### src/rtl/event_arb_2d.sv
// Two-level (row, then column) round-robin arbiter for a pixel event array, with a timestamped event FIFO.
// Optional macro EVT_TS_WRAP_MARKER_EN inserts a wrap=1 marker event after each timestamp counter wrap.
module event_arb_2d #(
    parameter int ROWS       = 4,
    parameter int COLS       = 4,
    parameter int POL_W      = 2,
    parameter int TS_W       = 32,
    parameter int FIFO_DEPTH = 8,
    localparam int X_W       = (ROWS > 1) ? $clog2(ROWS) : 1,
    localparam int Y_W       = (COLS > 1) ? $clog2(COLS) : 1,
    localparam int L_W       = $clog2(FIFO_DEPTH) + 1
) (
    input  logic                         clk_i,
    input  logic                         reset_ni,
    input  logic                         enable_i,
    input  logic [ROWS*COLS*POL_W-1:0]   req_i,
    output logic [ROWS*COLS-1:0]         gnt_o,
    output logic                         evt_valid_o,
    input  logic                         evt_ready_i,
    output logic [X_W-1:0]               evt_x_o,
    output logic [Y_W-1:0]               evt_y_o,
    output logic [POL_W-1:0]             evt_pol_o,
    output logic [TS_W-1:0]              evt_ts_o,
    output logic                         evt_wrap_o,
    output logic [L_W-1:0]               fifo_level_o,
    output logic                         busy_o
);

    localparam int PTR_W = $clog2(FIFO_DEPTH);

    typedef enum logic [1:0] {S_IDLE, S_ROW_ARB, S_COL_GRANT, S_ROW_DONE} state_t;

    typedef struct packed {
        logic [X_W-1:0]   x;
        logic [Y_W-1:0]   y;
        logic [POL_W-1:0] pol;
        logic [TS_W-1:0]  ts;
    } evt_t;

    // First requester strictly after 'last', wrapping around.
    function automatic logic [X_W-1:0] pick_row(input logic [ROWS-1:0] reqs, input logic [X_W-1:0] last);
        int   idx;
        logic found;
        pick_row = '0;
        found    = 1'b0;
        for (int i = 0; i < ROWS; i++) begin
            idx = int'(last) + 1 + i;
            if (idx >= ROWS) idx -= ROWS;
            if (!found && reqs[X_W'(idx)]) begin
                found    = 1'b1;
                pick_row = X_W'(idx);
            end
        end
    endfunction

    function automatic logic [Y_W-1:0] pick_col(input logic [COLS-1:0] reqs, input logic [Y_W-1:0] last);
        int   idx;
        logic found;
        pick_col = '0;
        found    = 1'b0;
        for (int i = 0; i < COLS; i++) begin
            idx = int'(last) + 1 + i;
            if (idx >= COLS) idx -= COLS;
            if (!found && reqs[Y_W'(idx)]) begin
                found    = 1'b1;
                pick_col = Y_W'(idx);
            end
        end
    endfunction

    state_t                        r_state;
    logic [TS_W-1:0]               r_ts;
    logic [X_W-1:0]                r_row;
    logic [X_W-1:0]                r_last_row;
    logic [Y_W-1:0]                r_last_col;
    logic [COLS-1:0]               r_mask;
    logic [COLS-1:0][POL_W-1:0]    r_pol;

    evt_t                          r_mem [FIFO_DEPTH];
    logic [PTR_W-1:0]              r_wr_ptr;
    logic [PTR_W-1:0]              r_rd_ptr;
    logic [L_W-1:0]                r_level;

    logic [ROWS-1:0][COLS-1:0][POL_W-1:0] w_req;
    logic [ROWS-1:0][COLS-1:0]     w_pix_req;
    logic [ROWS-1:0][COLS-1:0]     w_gnt;
    logic [ROWS-1:0]               w_row_req;
    logic                          w_any_req;
    logic [X_W-1:0]                w_row_sel;
    logic [Y_W-1:0]                w_col_sel;
    logic [COLS-1:0]               w_mask_next;
    logic                          w_full;
    logic                          w_grant;
    logic                          w_marker_push;
    logic                          w_push;
    logic                          w_pop;
    evt_t                          w_push_evt;
    evt_t                          w_head;

    assign w_req = req_i;

    // NOTE: every always_comb output gets a default before any branch, so no latch is inferred.
    always_comb begin
        w_pix_req = '0;
        w_row_req = '0;
        for (int r = 0; r < ROWS; r++) begin
            for (int c = 0; c < COLS; c++) begin
                w_pix_req[r][c] = |w_req[r][c];
            end
            w_row_req[r] = |w_pix_req[r];
        end
    end

    assign w_any_req   = |w_row_req;
    assign w_row_sel   = pick_row(w_row_req, r_last_row);
    assign w_col_sel   = pick_col(r_mask, r_last_col);
    assign w_mask_next = r_mask & ~(COLS'(1) << w_col_sel);

    assign w_full  = (r_level == L_W'(FIFO_DEPTH));
    assign w_pop   = evt_valid_o && evt_ready_i;
    // A pending wrap marker takes the FIFO slot and suppresses this cycle's grant.
    assign w_grant = (r_state == S_COL_GRANT) && !w_full && !w_marker_push;
    assign w_push  = w_grant || w_marker_push;

    always_comb begin
        w_gnt = '0;
        if (w_grant) w_gnt[r_row][w_col_sel] = 1'b1;
    end
    assign gnt_o = w_gnt;

    always_comb begin
        w_push_evt    = '0;
        w_push_evt.ts = r_ts;
        if (!w_marker_push) begin
            w_push_evt.x   = r_row;
            w_push_evt.y   = w_col_sel;
            w_push_evt.pol = r_pol[w_col_sel];
        end
    end

    // NOTE: sequential state is written with non-blocking assignments so every register samples pre-edge values.
    always_ff @(posedge clk_i or negedge reset_ni) begin
        if (!reset_ni) r_ts <= '0;
        else           r_ts <= r_ts + TS_W'(1);
    end

    always_ff @(posedge clk_i or negedge reset_ni) begin
        if (!reset_ni) begin
            r_state    <= S_IDLE;
            r_row      <= '0;
            r_last_row <= X_W'(ROWS - 1);
            r_last_col <= Y_W'(COLS - 1);
            r_mask     <= '0;
            r_pol      <= '0;
        end else begin
            case (r_state)
                S_IDLE: begin
                    if (enable_i && w_any_req) r_state <= S_ROW_ARB;
                end
                S_ROW_ARB: begin
                    if (w_any_req) begin
                        r_row      <= w_row_sel;
                        r_last_row <= w_row_sel;
                        r_mask     <= w_pix_req[w_row_sel];
                        r_pol      <= w_req[w_row_sel];
                        r_state    <= S_COL_GRANT;
                    end else begin
                        r_state    <= S_IDLE;
                    end
                end
                S_COL_GRANT: begin
                    if (w_grant) begin
                        r_mask     <= w_mask_next;
                        r_last_col <= w_col_sel;
                        if (w_mask_next == '0) r_state <= S_ROW_DONE;
                    end
                end
                S_ROW_DONE: begin
                    r_state <= (enable_i && w_any_req) ? S_ROW_ARB : S_IDLE;
                end
                default: r_state <= S_IDLE;
            endcase
        end
    end

    always_ff @(posedge clk_i or negedge reset_ni) begin
        if (!reset_ni) begin
            r_wr_ptr <= '0;
            r_rd_ptr <= '0;
            r_level  <= '0;
        end else begin
            if (w_push) r_wr_ptr <= r_wr_ptr + PTR_W'(1);
            if (w_pop)  r_rd_ptr <= r_rd_ptr + PTR_W'(1);
            case ({w_push, w_pop})
                2'b10:   r_level <= r_level + L_W'(1);
                2'b01:   r_level <= r_level - L_W'(1);
                default: r_level <= r_level;
            endcase
        end
    end

    // NOTE: FIFO storage is not reset; r_level gates validity and the outputs are masked while empty.
    always_ff @(posedge clk_i) begin
        if (w_push) r_mem[r_wr_ptr] <= w_push_evt;
    end

    assign w_head       = r_mem[r_rd_ptr];
    assign evt_valid_o  = (r_level != '0);
    assign evt_x_o      = evt_valid_o ? w_head.x   : '0;
    assign evt_y_o      = evt_valid_o ? w_head.y   : '0;
    assign evt_pol_o    = evt_valid_o ? w_head.pol : '0;
    assign evt_ts_o     = evt_valid_o ? w_head.ts  : '0;
    assign fifo_level_o = r_level;
    assign busy_o       = (r_state != S_IDLE);

`ifdef EVT_TS_WRAP_MARKER_EN
    logic r_wrapped;
    logic r_marker_pend;
    logic r_wrap_mem [FIFO_DEPTH];

    // r_wrapped marks the cycle the counter reads 0; the marker becomes pending the cycle after.
    always_ff @(posedge clk_i or negedge reset_ni) begin
        if (!reset_ni) begin
            r_wrapped     <= 1'b0;
            r_marker_pend <= 1'b0;
        end else begin
            r_wrapped <= (r_ts == '1);
            if (w_marker_push)  r_marker_pend <= 1'b0;
            else if (r_wrapped) r_marker_pend <= 1'b1;
        end
    end

    always_ff @(posedge clk_i) begin
        if (w_push) r_wrap_mem[r_wr_ptr] <= w_marker_push;
    end

    assign w_marker_push = r_marker_pend && !w_full;
    assign evt_wrap_o    = evt_valid_o && r_wrap_mem[r_rd_ptr];
`else
    assign w_marker_push = 1'b0;
    assign evt_wrap_o    = 1'b0;
`endif

endmodule

### config.mk
export PLATFORM = sky130hd
export DESIGN_NAME = event_arb_2d
export DESIGN_NICKNAME = d
export VERILOG_FILES = /design/src/rtl/event_arb_2d.sv
export SDC_FILE = /design/constraint.sdc
export NUM_CORES = 1
export LEC_CHECK = 0
export CORE_MARGIN = 2
export CORE_UTILIZATION = 48
export DETAILED_ROUTE_END_ITERATION = 10
export GPL_TIMING_DRIVEN = 0
export PLACE_DENSITY = 0.76
export SKIP_LAST_GASP = 1
export SLEW_MARGIN = 0
export SYNTH_ARGS = -nofsm -noshare
export SYNTH_HDL_FRONTEND = slang
export SYNTH_SLANG_ARGS = --single-unit
export TNS_END_PERCENT = 5
### constraint.sdc
create_clock -name clk_i -period 18.2 [get_ports clk_i]
set_input_delay 3.64 -clock clk_i [delete_from_list [all_inputs] [get_ports clk_i]]
set_output_delay 3.64 -clock clk_i [all_outputs]
set_load 0.02 [all_outputs]
Word-level counts from Yosys, hierarchy flattened
Memories as Yosys holds them, arrays and structs flattened.
Cells that the tools add are included.

word-level totals
  memories = 1
  output and inout bits = 61
  register bits after elaboration = 62
  RAM bits = 304
  word-level logic and storage cells = 191

cells by class
  shifts and indexed selects = 1
  $lt $le $gt $ge = 21
  reductions and logical operators = 49
  muxes and demuxes = 73
  bitwise operators = 2
  equality and inequality tests = 10
  add/sub/neg operators = 21

memory list
  memory  words  width  read ports  clocked after Yosys merged registers in  write ports  line  source
  r_mem   8      38     1           0                                        1            79    evt_t r_mem [FIFO_DEPTH];

operators by type and width
  kind                                                                    count
  2-bit two-way mux                                                       24
  32-bit by 1-bit adder with 32-bit output (second input constant)        1
  2-bit by 4-bit < comparator with 1-bit output (second input constant)   8
  32-bit two-way mux                                                      1
  2-bit OR reduction                                                      16
  32-bit OR reduction                                                     1
  8-bit OR reduction                                                      4
  1-bit two-way mux                                                       26
  4-bit by 3-bit >= comparator with 1-bit output (second input constant)  6
  3-bit by 2-bit adder with 4-bit output (second input constant)          4
  1-bit binary-select mux with 2-bit select                               8
  8-bit binary-select mux with 2-bit select                               1
  16-bit two-way mux                                                      1
  4-bit two-way mux                                                       4
  4-bit one-hot mux with 2 select lines                                   2
  2-bit by 1-bit subtractor with 2-bit output (second input constant)     8
  1-bit logical AND                                                       11
  2-bit by 3-bit < comparator with 1-bit output (second input constant)   3
  3-bit by 1-bit adder with 4-bit output (second input constant)          2
  4-bit binary-select mux with 2-bit select                               1
  4-bit demux with 2-bit select                                           1
  8-bit two-way mux                                                       1
  2-bit one-hot mux with 4 select lines                                   1
  1-bit zero test                                                         7
  other kinds (22)                                                        35

Logic depth before layout (Yosys ltp)
  word-level depth = 23
  gate-level depth with buffers = 11
  mapped depth without buffers = 10

Worst setup path after synthesis
OpenSTA, ideal clock, no wires.

  kind = reg-to-reg
  from = register r_level[0] (netlist: fifo_level_o[0])
  to = memory r_mem[4][0] (netlist bit), enable pin
  arrival time = 5.349 ns
  buffers on the path = 1
  data required time = 17.658 ns
  cell stages (with the launch flop) = 6
  path slack = 12.309 ns
  cell sequence = dfrtp_1 > nor3_1 > a21oi_1 > inv_1 > clkbuf_1 > nor4b_1

on the way
  word-level cells in the longest chain between the ends = 5

ends and longest elaborated chain
  what                                     line  source
  from (decl)                              82    logic [L_W-1:0] r_level;
  from (signal assigned)                   195   2'b10: r_level <= r_level + L_W'(1);
  from (signal assigned)                   196   2'b01: r_level <= r_level - L_W'(1);
  from (signal assigned)                   197   default: r_level <= r_level;
  4-bit == test                            119   assign w_full = (r_level == L_W'(FIFO_DEPTH));
  1-bit zero test                          122   assign w_grant = (r_state == S_COL_GRANT) && !w_full && !w_marker_push;
  1-bit logical AND                        122
  1-bit two-way mux                        204   if (w_push) r_mem[r_wr_ptr] <= w_push_evt;
  1-bit two-way mux (not written as such)  204
  to (decl)                                79

No other way between the ends.

Final worst setup path
  from = register r_level[0] (netlist: fifo_level_o[0])
  to = output evt_ts_o[30]

on the way
  word-level cells in the longest chain between the ends = 2

ends and longest elaborated chain
  what                line  source
  4-bit nonzero test  208   assign evt_valid_o = (r_level != '0);
  32-bit two-way mux  212   assign evt_ts_o = evt_valid_o ? w_head.ts : '0;
  to (decl)           23    output logic [TS_W-1:0] evt_ts_o,

No other way between the ends.

==> impl_results.md <==
- Crit path from: fifo_level_o[0]
- Total Routed Length: 31.3 mm
- Drt wl/cell: around 22 um
- FF/Latch Area: around 0.011 sq mm
- Endpoints failing hold: 0
- Maximum vdd drop: 0.0000830 V
- Clock buffer depth: 3
- Power per cell area: roughly 160 mW/mm^2
- Sink Count: around 370
- CTS tree: built
- Post-CTS sizing: 0
- Status: finished clean
- Final setup margin: 10.56 ns
- Site Rows: 64
- Via density: 5.70
- DP HPWL: ~21 mm
- CTS buffer count: 37
- Syn nets: 893
- Crit-path max FO: 10
- Worst EP required: 14.56 ns
- Die span in x: 181 um
- Leading cell type in the layout, fill and taps excluded: edfxtp_1
- Pre-CTS WS: 11.13 ns
- Max_cap viols: 0
- Clk root buf: clkbuf_16
- Post-Syn Instances: 850
- Slowest stage cell on the critical path: nor4_1
- Sequential fraction of the synthesis area: 70.9%
- FFs w/ async S/R, synth: 16.9%
- Crit share post-route: a little over two fifths
- DRT Pass-1 Iters: 5
- Most frequent cells in the layout: edfxtp_1, clkdlybuf4s50_1, mux4_2
- Slowest stage delay, CP: 1.19 ns
- CP Launch Type: register
- Clock-pin slew on the worst setup and hold paths: 0.06 ns
- Filler cell count in the final layout: 2252
- Most frequent CP cell: clkbuf_1
- WP data arrival: 4.00 ns
- Residual DRC: 0
- Worst slew pin tran: 1.42 ns
- Relative slew slack: 4.19%
- Starting Density: 49.0%
- Distinct cells, synth: 60
- Leak: 6.49 nW
- Highest Clock Rate: 131 MHz
- Cell area after synthesis: between 0.015 and 0.02 sq mm
- Number of flops mapped to enable cells by yosys: 304
- Area delta synth->final: 20.2%
- GP Congestion: 0.880
- Critical path, cell by cell: nor4_1 -> clkbuf_1 -> clkbuf_1 -> nor2_1 -> clkdlybuf4s50_1
- # H-tree levels: 2
- Synth warn: 0
- Placed instance area: 0.0169 sq mm
- Worst setup path class: register to primary output
- Initial antenna violation count: 0
- Mean area per synthesized cell: around 18 sq um
- Total grt overflow: 0
- Clock latency at the later pin of the worst-skew pair: 0.51 ns
- First-pass GRT wire length: 49.1 mm
- Post-layout minimum cycle time: 7.64 ns
- Chip height: 181 um
- R2R cell count: 9
- Max Slew Vio Count: 0
- Reg2reg end: fifo_level_o[3]
- RSZ-0062 raised after global routing: false
- Via count: slightly above 8000
- DR iter-0 viols: 699
- Final Cell Area: 0.0181 sq mm
- Total track usage: 19.5%
- Main synth FF type: edfxtp_1
- Power Total: a little under 3 mW
- Die area: ~0.033 sq mm
- Footprint of the multi-input gates: 0.00424 sq mm
- Setup violators final: 0
- Min-Delay Path Class: register to register
- #FFs+latches synth: 366
- Fin Setup TNS: 0 ns
- Post-route ant nets: 0
- Crit. End Element: primary output
- I/O Pins: 97
- Reg-to-Reg Start: fifo_level_o[0]
- Final net count: 1065
- CP Capture Point: evt_ts_o[30]
- Postcts setup bufs: 0
- Buf+Inv Stages, Crit Path: 3
- Vias in the first global route: about 8500
- Clock skew: 0.0113 ns
- Worst path top cell family by delay: buffers and inverters
- Hold buffer count at cts: 0
- Core area: just over 0.03 sq mm
- Port Buffer Count: 95
- R2R Setup Slk: 14.66 ns
- Share of post-route cells with drive strength above 1: 20.1%
- Ant diodes: 0
- Largest net degree at the start of global routing: 63
- CP Depth: 5
==> worst register-to-register path: stages, from the launching register on <==
cell	delay, ns
dfrtp_1	0.45
nor4_1	1.19
nor2b_1	0.45
ha_1	0.38
ha_1	0.28
a21o_1	0.17
a21oi_1	0.18
xnor2_1	0.14
nor2_1	0.06
xor2_1	0.14
==> layout make-up <==
class / instances / share of cell area [%]
Sequential cell: 366 / 59.0
Buffer: 38 / 0.919
Inverter: 9 / 0.186
Clock inverter: 18 / 0.953
Tap cell: 396 / 2.73
Clock buffer: 46 / 5.52
Multi-Input combinational cell: 437 / 23.4
Timing Repair Buffer: 133 / 7.31
==> flip-flops by register name (all words and copies together), names as in the netlist, named ones only <==
register,flops
fifo_level_o,4
r_last_col,2
r_last_row,2
r_mask,4
r_mem,304
r_pol,8
r_rd_ptr,3
r_row,2
r_state,1
r_ts,32
r_wr_ptr,3
==> worst min-delay path by stage <==
stage	start	to	cells past startpoint
2_1_floorplan	r_last_col[0]	r_last_col[0]	2
3_3_place_gp	r_last_col[0]	r_last_col[0]	2
3_5_place_dp	r_last_col[0]	r_last_col[0]	2
4_1_cts	r_last_col[0]	r_last_col[0]	2
5_1_grt	r_last_col[0]	r_last_col[0]	2
6_report	r_last_col[0]	r_last_col[0]	2
==> power by group <==
part | internal [mW] | switching (mW)
combinational | 0.499 | 0.614
sequential | 1.05 | 0.0582
clock | 0.432 | 0.300
total | 1.98 | 0.973
==> Yosys cell counts (11+ instances only) <==
cell type | number | share of area [%]
edfxtp_1 | 304 | 61
mux4_2 | 76 | 11
nor2_1 | 75 | 1.9
mux2i_1 | 60 | 4.0
dfrtp_1 | 58 | 9.6
nand2_1 | 30 | 0.75
xnor2_1 | 25 | 1.5
clkbuf_1 | 23 | 0.57
nand3_1 | 15 | 0.50
nor3_1 | 14 | 0.46
xor2_1 | 13 | 0.76
nor4_1 | 11 | 0.46
==> stage by stage <==
step | cells | utilization [%] | hold WS (ns)
after detailed placement | 1379 | 55.1 | 0.473
after floorplan | 850 | - | 0.449
after CTS | 1443 | 58.9 | 0.490
final | 1443 | 58.9 | 0.491
after global routing | 1443 | 58.9 | 0.504
after global placement | 1341 | 53.7 | 0.473
==> per-layer routing <==
layer	vias to the layer above	wire length [um]	part of all wire (%)	global-route usage (%)
li1	3706	-	-	-
met1	4203	13000	41	25.7
met2	254	16000	51	33.9
met3	58	1540	4.9	2.56
met4	0	822	2.6	6.18
met5	-	0	0	0
==> kinds of logic after synthesis <==
kind of cell | count (synthesis) | share of synthesized area [%]
AOI/OAI and AO/OA | 63 | 3.34
xor gates and xnor gates | 38 | 2.21
adders and majority gates | 7 | 0.631
buffers and inverters | 47 | 1.33
DFF | 366 | 70.9
muxes | 137 | 15.4
other | 1 | 0.0249
and+or+nand+nor | 191 | 6.20
No activity file was read; power rests on OpenSTA's default activity.
